## src/rtl/rc4_pkg.sv

```systemverilog
// Shared RC4 definitions: key-scheduling FSM states, table constants and
// the key-byte selector used by the swap pass.
package rc4_pkg;

   typedef enum logic [2:0] {
      IDLE,
      RD_SI,
      WAIT_SI,
      RD_SJ,
      WAIT_SJ,
      WR_SI,
      WR_SJ,
      DONE
   } state_t;

   localparam int S_SIZE            = 256;
   localparam int DEFAULT_KEY_BYTES = 3;
   localparam int MAX_KEY_BYTES     = 32;

   // Byte 0 of the key is its most significant byte.
   function automatic logic [7:0] key_byte(input logic [8*MAX_KEY_BYTES-1:0] key,
                                           input int key_bytes,
                                           input int idx);
      logic [8*MAX_KEY_BYTES-1:0] shifted;
      shifted = key >> (8 * (key_bytes - 1 - idx));
      return shifted[7:0];
   endfunction

endpackage

```

## src/rtl/ksa_swap.sv

```systemverilog
// RC4 key-scheduling swap pass over a 256-byte S memory with 1-cycle read latency.
// Six cycles per index; memory port outputs are registered from the next-state decode.
module ksa_swap
   import rc4_pkg::*;
#(
   parameter int KEY_BYTES = DEFAULT_KEY_BYTES
) (
   input  logic                   CLOCK_50,
   input  logic                   reset,
   input  logic                   start,
   input  logic [8*KEY_BYTES-1:0] secret_key,
   output logic [7:0]             mem_address,
   output logic [7:0]             mem_data,
   output logic                   mem_wren,
   input  logic [7:0]             mem_q,
   output logic                   busy,
   output logic                   done
);

   localparam logic [7:0] I_LAST    = 8'(S_SIZE - 1);
   localparam logic [7:0] KIDX_LAST = 8'(KEY_BYTES - 1);

   state_t     state_q, state_d;
   logic [7:0] i_q, i_d;
   logic [7:0] j_q, j_d;
   logic [7:0] si_q, si_d;
   logic [7:0] sj_q, sj_d;
   logic [7:0] kidx_q, kidx_d;
   logic [7:0] mem_address_q, mem_address_d;
   logic [7:0] mem_data_q, mem_data_d;
   logic       mem_wren_q, mem_wren_d;
   logic       busy_q, busy_d;
   logic       done_q, done_d;

   logic [8*MAX_KEY_BYTES-1:0] key_ext;
   assign key_ext = (8*MAX_KEY_BYTES)'(secret_key);

   always_comb begin
      state_d = state_q;
      i_d     = i_q;
      j_d     = j_q;
      si_d    = si_q;
      sj_d    = sj_q;
      kidx_d  = kidx_q;

      case (state_q)
         IDLE, DONE: begin
            if (start) begin
               state_d = RD_SI;
               i_d     = 8'd0;
               j_d     = 8'd0;
               kidx_d  = 8'd0;
            end
         end
         RD_SI:   state_d = WAIT_SI;
         WAIT_SI: begin
            si_d    = mem_q;
            j_d     = j_q + mem_q + key_byte(key_ext, KEY_BYTES, int'(kidx_q));
            state_d = RD_SJ;
         end
         RD_SJ:   state_d = WAIT_SJ;
         WAIT_SJ: begin
            sj_d    = mem_q;
            state_d = WR_SI;
         end
         WR_SI:   state_d = WR_SJ;
         WR_SJ: begin
            if (i_q == I_LAST) begin
               state_d = DONE;
            end else begin
               i_d     = i_q + 8'd1;
               kidx_d  = (kidx_q == KIDX_LAST) ? 8'd0 : kidx_q + 8'd1;
               state_d = RD_SI;
            end
         end
         default: state_d = IDLE;
      endcase

      // Decoding the next state lets the port flops present each state's
      // address/data during that state, so reads land in the WAIT states.
      mem_address_d = 8'd0;
      mem_data_d    = 8'd0;
      mem_wren_d    = 1'b0;
      case (state_d)
         RD_SI:   mem_address_d = i_d;
         RD_SJ:   mem_address_d = j_d;
         WR_SI: begin
            mem_address_d = i_d;
            mem_data_d    = sj_d;
            mem_wren_d    = 1'b1;
         end
         WR_SJ: begin
            mem_address_d = j_d;
            mem_data_d    = si_d;
            mem_wren_d    = 1'b1;
         end
         default: ;
      endcase

      busy_d = (state_d != IDLE) && (state_d != DONE);
      done_d = (state_d == DONE);
   end

   always_ff @(posedge CLOCK_50 or posedge reset) begin
      if (reset) begin
         state_q       <= IDLE;
         i_q           <= 8'd0;
         j_q           <= 8'd0;
         si_q          <= 8'd0;
         sj_q          <= 8'd0;
         kidx_q        <= 8'd0;
         mem_address_q <= 8'd0;
         mem_data_q    <= 8'd0;
         mem_wren_q    <= 1'b0;
         busy_q        <= 1'b0;
         done_q        <= 1'b0;
      end else begin
         state_q       <= state_d;
         i_q           <= i_d;
         j_q           <= j_d;
         si_q          <= si_d;
         sj_q          <= sj_d;
         kidx_q        <= kidx_d;
         mem_address_q <= mem_address_d;
         mem_data_q    <= mem_data_d;
         mem_wren_q    <= mem_wren_d;
         busy_q        <= busy_d;
         done_q        <= done_d;
      end
   end

   assign mem_address = mem_address_q;
   assign mem_data    = mem_data_q;
   assign mem_wren    = mem_wren_q;
   assign busy        = busy_q;
   assign done        = done_q;

endmodule

```

## config.mk

```make
export PLATFORM = sky130hd
export DESIGN_NAME = ksa_swap
export DESIGN_NICKNAME = d
export VERILOG_FILES = /design/src/rtl/rc4_pkg.sv /design/src/rtl/ksa_swap.sv
export SDC_FILE = /design/constraint.sdc
export NUM_CORES = 1
export LEC_CHECK = 0
export ABC_CLOCK_PERIOD_IN_PS = 4800
export CAP_MARGIN = 20
export CORE_ASPECT_RATIO = 2
export CORE_MARGIN = 3
export CORE_UTILIZATION = 53
export DETAILED_ROUTE_END_ITERATION = 7
export GPL_TIMING_DRIVEN = 0
export PLACE_DENSITY = 0.81
export SYNTH_ARGS = -nofsm -noshare
export SYNTH_HDL_FRONTEND = slang
export SYNTH_SLANG_ARGS = --single-unit
```

## constraint.sdc

```tcl
create_clock -name CLOCK_50 -period 4.8 [get_ports CLOCK_50]
set_clock_uncertainty 0.2 [all_clocks]
set_input_delay 1.44 -clock CLOCK_50 [delete_from_list [all_inputs] [get_ports CLOCK_50]]
set_output_delay 1.44 -clock CLOCK_50 [all_outputs]
set_load 0.02 [all_outputs]
```

==> results by group <==
Hold path
  • Min-Delay Endpoint: si_q[4]
  • Hold WC Path Type: register to register
  • Hold path startpoint: si_q[4]
  • Worst hold path cell count: 2

Synth
  • Post-Synth XOR/XNOR Area: 2.00%
  • Number of different library cells in the post-synthesis netlist: 46
  • Summed instance area of the synthesized netlist: ~3100 um2
  • Fraction of registers with async set/reset: 100%
  • Number of warning messages in the yosys log: 0
  • Compound-cell area share of the yosys netlist: between 15 and 20%
  • Post-Synth Adder-Cell Area: 9.29%
  • Synthesized-area fraction occupied by and/or/nand/nor cells: about 17%
  • Post-synthesis net count: 383
  • Number of register bits inferred by synthesis: 54
  • Post-synthesis cell count: 330
  • Sequential share of the synthesized area: roughly 44%
  • Share of synthesized area spent on multiplexers: under 10%
  • EDFF count, synth: 0
  • Syn Area/Cell: between 9 and 10 um2
  • Largest family of logic cells by synthesized area: simple AND/OR/NAND/NOR gates
  • Commonest register cell after synthesis: dfrtp_1

Global route
  • First-pass GRT wire length: 12600 um
  • Largest net degree at the start of global routing: 36
  • Global-route total usage across every layer: 24.4%
  • Vias in the first global route: between 2000 and 3000
  • Final global-route overflow total: 0
  • Initial antenna violation count: 0

Clock tree
  • Inserted Clock Buffers: 5
  • CTS tree: yes
  • CTS H-Tree Depth: 2
  • Post CTS Setup Buffer Count: 0
  • CTS Hold Buffers Added: 0
  • Count of instances resized after the clock tree is built: 0
  • Buffer type at the clock tree root: clkbuf_8
  • Total number of clock tree sinks: 54
  • Clock latency reported for the late side of the worst-skew pair: 0.32 ns
  • Clock-pin transition on the worst setup and hold timing paths: about 0.090 ns
  • Buffer levels on the longest clock path: 2

Critical path
  • Element type at the critical path start: primary input
  • CP max stage cell: fa_1
  • Category of the most critical setup path: primary input to register
  • Ordered list of cells on the worst path: clkdlybuf4s50_1 > mux2i_1 > nor2_1 > a21oi_1 > nor2_1 > fa_1 > ha_1 > inv_1 > fa_1 > nor2b_1 > nor3_1 > o21ai_0 > a21oi_1 > a21o_1 > a22o_1
  • Worst endpoint required time: 4.81 ns
  • R2R Path End: mem_address[5]
  • Highest cell delay on the worst timing path: a little over 0.5 ns
  • Data arrival time of the critical path: 4.31 ns
  • Capturing element type of the critical path: register
  • Worst r2r src: kidx_q[0]
  • Register-to-register setup slack: 0.77 ns
  • Maximum net fanout on the critical path: 2
  • Worst r2r path cells: 19

Floorplan
  • DIE AREA: between 6000 and 7000 um2
  • Total core area: approximately 5500 um2
  • I/O pin cnt: 54
  • Initial standard-cell utilization of the core: between 50% and 60%
  • Chip Width: about 60 um
  • Overall die height: roughly 110 um
  • Std cell rows: 38

STA
  • Tightest Pin Transition: 0.749 ns
  • Unrepaired setup endpoints after global routing: no
  • Total count of max-transition violations in the final report: 0
  • Remaining max-slew budget at the tightest pin: between 50% and 60%
  • Final critical-path share of the clock period: between 80% and 90%
  • Setup-failing EPs final: 0
  • Fin. Hold Viols: 0
  • Final worst path period need: approximately 4.3 ns
  • Summed negative setup slack over all endpoints: 0 ns
  • WHS: 0.288 ns
  • Top achievable clock speed: approximately 230 MHz

Place
  • Cell count after placement: approximately 440
  • Post-placement cell area: 3680 um2
  • Sum of net half-perimeters after detailed placement: ~5700 um
  • Number of buffers inserted by port buffering: 52
  • Gpl congestion: slightly above 0.9

Routing
  • Number of violations reported at the end of detailed-routing iteration 0: 93
  • Number of routed nets with antenna violations: 0
  • Number of design rule violations left after detail routing: 0
  • Number of detailed-routing iterations run before antenna repair: 4
  • Average wire per standard cell: roughly 16 um
  • DRT Wirelength: between 7000 and 8000 um
  • Vias: around 2600
  • Number of vias per cell: just under 6

Finish
  • Most common library cell in the layout ignoring fill and taps: dfrtp_1
  • Layout overhead on the synthesized area: 23.6%
  • Total inserted antenna cells: 0
  • Util after Layout: 68.8%
  • Area of all placed cells without fillers: 3790 um2
  • Highest-count cells in the layout ignoring fill and taps: dfrtp_1 (54), clkdlybuf4s50_1 (52), nand2_1 (49), nor2_1 (39)
  • Share of cells above drive strength 1: under 10%
  • Post-route non-filler standard cell count: between 400 and 500
  • Final nets: around 440

Job
  • Count of max-cap constraint violations: 0

Pwr
  • Standby leakage power: around 1.8 nW
  • PwrDens: 634 nW/um2
  • Worst supply voltage drop on vdd: 0.475 mV

Outcome
  • Status: finished, final reports clean
## sequential cells by signal, indices dropped and copies added, names as in the netlist
register	flops
i_q	8
j_q	8
kidx_q	8
mem_address	8
mem_data	8
si_q	8
state_q	3
busy	1
done	1
mem_wren	1
## kinds of logic after synthesis
group,Yosys count
buffers and inverters,30
AOI/OAI and AO/OA,82
muxes,19
DFF,54
adders and majority gates,18
and+or+nand+nor,120
xor gates and xnor gates,7
## layout make-up
class                           count  area [um2]
Fill cell                         462        1720
Multi-Input combinational cell    246        1600
Inverter                           13        48.8
Clock inverter                      2        37.5
Clock buffer                        6        72.6
Tap cell                           60        75.1
Sequential cell                    54        1350
Timing Repair Buffer               53         541
Buffer                             17        68.8
## routing by layer
layer  track usage [%]  routed length, um  up-vias
li1                  -                  -     1265
met1              25.9               2630     1293
met2              43.6               4240       58
met3              4.76                233       21
met4              12.1                273        0
met5                 0                  0        -
## power by group
part	switching, mW	internal [mW]	leakage, nW	total [mW]
Clock	0.154	0.156	0.0514	0.309
Sequential	0.0816	0.594	0.714	0.675
Combinational	0.816	0.607	0.985	1.42
## worst max-delay path: cells and delay by family
| family | cells | cell delay [ns] |
|---|---|---|
| adders and majority gates | 3 | 1.10 |
| AOI/OAI and AO/OA | 5 | 0.77 |
| buffers and inverters | 2 | 0.46 |
| and+or+nand+nor | 4 | 0.40 |
| muxes | 1 | 0.13 |
## synthesized netlist by cell type (3+ instances only)
master | number | share of area, %
ha_1 | 10 | 4.1
o31ai_1 | 5 | 1.2
and3_1 | 3 | 0.61
nand3_1 | 10 | 1.6
o21ai_0 | 24 | 3.9
nand2_1 | 49 | 6.0
a21o_1 | 4 | 0.98
mux2i_1 | 17 | 5.5
clkbuf_1 | 12 | 1.5
nand2b_1 | 3 | 0.61
nor2_1 | 39 | 4.8
dfrtp_1 | 54 | 44
buf_2 | 4 | 0.65
fa_1 | 8 | 5.2
inv_1 | 13 | 1.6
a21oi_1 | 24 | 3.9
xnor2_1 | 6 | 1.7
a22o_1 | 7 | 2.0
a31oi_1 | 4 | 0.82
## worst max-delay path by stage
stage,cells past startpoint,from,endpoint
6_report,15,secret_key[17],mem_address[5]
5_1_grt,15,secret_key[1],mem_address[5]
3_3_place_gp,15,secret_key[17],mem_address[7]
3_5_place_dp,15,secret_key[17],mem_address[7]
4_1_cts,15,secret_key[17],mem_address[7]
2_1_floorplan,14,secret_key[17],mem_address[5]
## per-stage QoR
stage / total power [mW] / worst slack, ns
after floorplan: 1.70 / 0.903
after global placement: 2.04 / 0.278
after detailed placement: 2.10 / 0.217
after CTS: 2.41 / 0.540
after global routing: 2.63 / 0.267
final: 2.41 / 0.499
Note: power is estimated with default switching activity, not from simulation.
==> RTL change, RTL diff (same settings) <==
Register the output `mem_address` once more; this adds one clock of latency there. The other outputs are not delayed to match.
--- a/src/rtl/ksa_swap.sv
+++ b/src/rtl/ksa_swap.sv
@@ -130,5 +130,7 @@
    end
 
-   assign mem_address = mem_address_q;
+   always_ff @(posedge CLOCK_50) begin
+      mem_address <= mem_address_q;
+   end
    assign mem_data    = mem_data_q;
    assign mem_wren    = mem_wren_q;
Function: changed (Yosys sat finds a counterexample within 4 cycles, from zero or initial values and one cycle with reset high).
==> RTL change against the original RTL <==
Routed wire length grew 7.9%; critical path depth unchanged; cell count rose by 3.8%; final area is 9.2% higher; sequential cell count grew 8; largest cell class unchanged; synthesized area is 5.2% higher; clock power grew 110%; total power increased by 20%; worst setup slack got worse by 0.021 ns.
==> RTL change: results (changes against the original RTL) <==
RUN_STATUS='completed'  # unchanged
SYNTH_AREA_LEADERS='sky130_fd_sc_hd__dfrtp_1, sky130_fd_sc_hd__nand2_1, sky130_fd_sc_hd__mux2i_1'  # unchanged
FIRST_GLOBAL_VIAS=2780  # was 2771
LKG_PWR_nW=1.91  # was 1.75 nW
VIA_COUNT=2726  # was 2637
SYN_AREA_PER_CELL_SQ_UM=9.55  # was 9.30 sq um
CTS-ROOT-TO-SINK-BUFFERS=2  # unchanged
COMB_CELL_POWER_mW=1.46  # was 1.42 mW
NNETSFINAL=455  # was 443
WORST_SLEW_PIN_SLEW_NS=0.804  # was 0.749 ns
FINAL_LAYOUT_SIZE_SUFFIX_GT1_FRAC=0.0762  # was 0.0563
WHS_ENDPOINT='mem_address[0]'  # was si_q[4]
IR_WORST_VDD_V=0.000540  # was 0.000475 V
CP-ENDPOINT='mem_address_q[5]'  # was mem_address[5]
LARGEST_NET_DEGREE_AT_THE_START_OF_GLOBAL_ROUTING=35  # was 36
SYN_NETS=391  # was 383
CLKTRANSATPATHREGS_NS=0.05  # was 0.09 ns
FINAL-INSTANCE-COUNT-EXCL-FILL=468  # was 451
POWER_CLOCK_mW=0.647  # was 0.309 mW
GRT_ANTENNA_BEFORE_REPAIR=0  # unchanged
PLACE_WORST_SETUP_SLACK_NS=0.207  # was 0.217 ns
CLOCK_BUFFER_COUNT_FROM_CTS=9  # was 5
MIN_PATH_CELLS=0  # was 2
NET-SWITCHING-POWER_mW=1.19  # was 1.05 mW
SHARE_OF_SYNTHESIZED_REGISTERS_CARRYING_AN_ASYNC_SET_OR_RESET=0.871  # was 1.00
GP_CONGESTION=0.893  # was 0.919
STARTPOINT='secret_key[17]'  # unchanged
REGISTER_AREA_SHARE_AFTER_SYNTHESIS=0.468  # was 0.440
PLACED_CELLS=452  # was 443
WORST_HOLD_STARTPOINT='mem_address_q[0]'  # was si_q[4]
ARRIVAL_NS=4.34  # was 4.31 ns
POST-ROUTE-PERIOD-UTIL=0.900  # was 0.896
DETAILEDROUTE.FIRSTITERATIONVIOLATIONS=135  # was 93
GRT_FIRST_PASS_WIRELENGTH_MM=13.1  # was 12.6 mm
FIN_WORST_HOLD_SLACK_NS=0.141  # was 0.288 ns
CLOCKROOTBUFFER='sky130_fd_sc_hd__clkbuf_16'  # was sky130_fd_sc_hd__clkbuf_8
PLACE_HPWL_MM=5.94  # was 5.71 mm
DPL_CELL_AREA_SQ_MM=0.00385  # was 0.00368 sq mm
WIRE_PER_INST_MICRONS=17.0  # was 16.4 microns
SYNTH_CELL_TYPES=47  # was 46
NUMBER_OF_CELLS_UPSIZED_OR_DOWNSIZED_AFTER_CTS=0  # unchanged
GRTUSAGETOTAL=0.254  # was 0.244
TOTAL_POWER_mW=2.88  # was 2.41 mW
CTS.HTREE.LEVELS=3  # was 2
FILLER_CELL_COUNT=422  # was 462
## RTL change: final cells by class
class / instances / area, sq um / area share
inverters: 13 / 48.8 / 0.0118
multi-input cells: 246 / 1600 / 0.386
well taps: 61 / 76.3 / 0.0184
plain buffers: 17 / 68.8 / 0.0166
clock inverters: 7 / 73.8 / 0.0178
clock buffers: 9 / 225 / 0.0543
repair buffers: 53 / 541 / 0.130
flip-flops and latches: 62 / 1510 / 0.365
## RTL change: layer usage
metal / track usage / vias to the layer above / wire length (microns)
li1: - / 1293 / -
met1: 0.273 / 1339 / 2830
met2: 0.432 / 69 / 4460
met3: 0.0586 / 25 / 256
met4: 0.153 / 0 / 403
met5: 0 / - / 0
## RTL change: kinds of logic (layout without fill, tap and decap cells)
family	after synthesis	in the layout	share of synthesized area
xor+xnor	7	7	0.0190
mux	19	19	0.0597
fa+ha+maj	18	18	0.0883
flops	62	62	0.468
compound gates	82	82	0.163
buf+inv	30	99	0.0364
simple gates	120	120	0.166
## RTL change: worst max-delay path: stages
cell and delay, ns:
sky130_fd_sc_hd__clkdlybuf4s50_1 0.39, sky130_fd_sc_hd__mux2i_1 0.13, sky130_fd_sc_hd__nor2_1 0.06, sky130_fd_sc_hd__a21oi_1 0.12, sky130_fd_sc_hd__nor2_1 0.06, sky130_fd_sc_hd__fa_1 0.51, sky130_fd_sc_hd__ha_1 0.18, sky130_fd_sc_hd__inv_1 0.06
sky130_fd_sc_hd__fa_1 0.40, sky130_fd_sc_hd__nor2b_1 0.19, sky130_fd_sc_hd__nor3_1 0.08, sky130_fd_sc_hd__o21ai_0 0.23, sky130_fd_sc_hd__a21oi_1 0.07, sky130_fd_sc_hd__a21o_1 0.19, sky130_fd_sc_hd__a22o_1 0.21
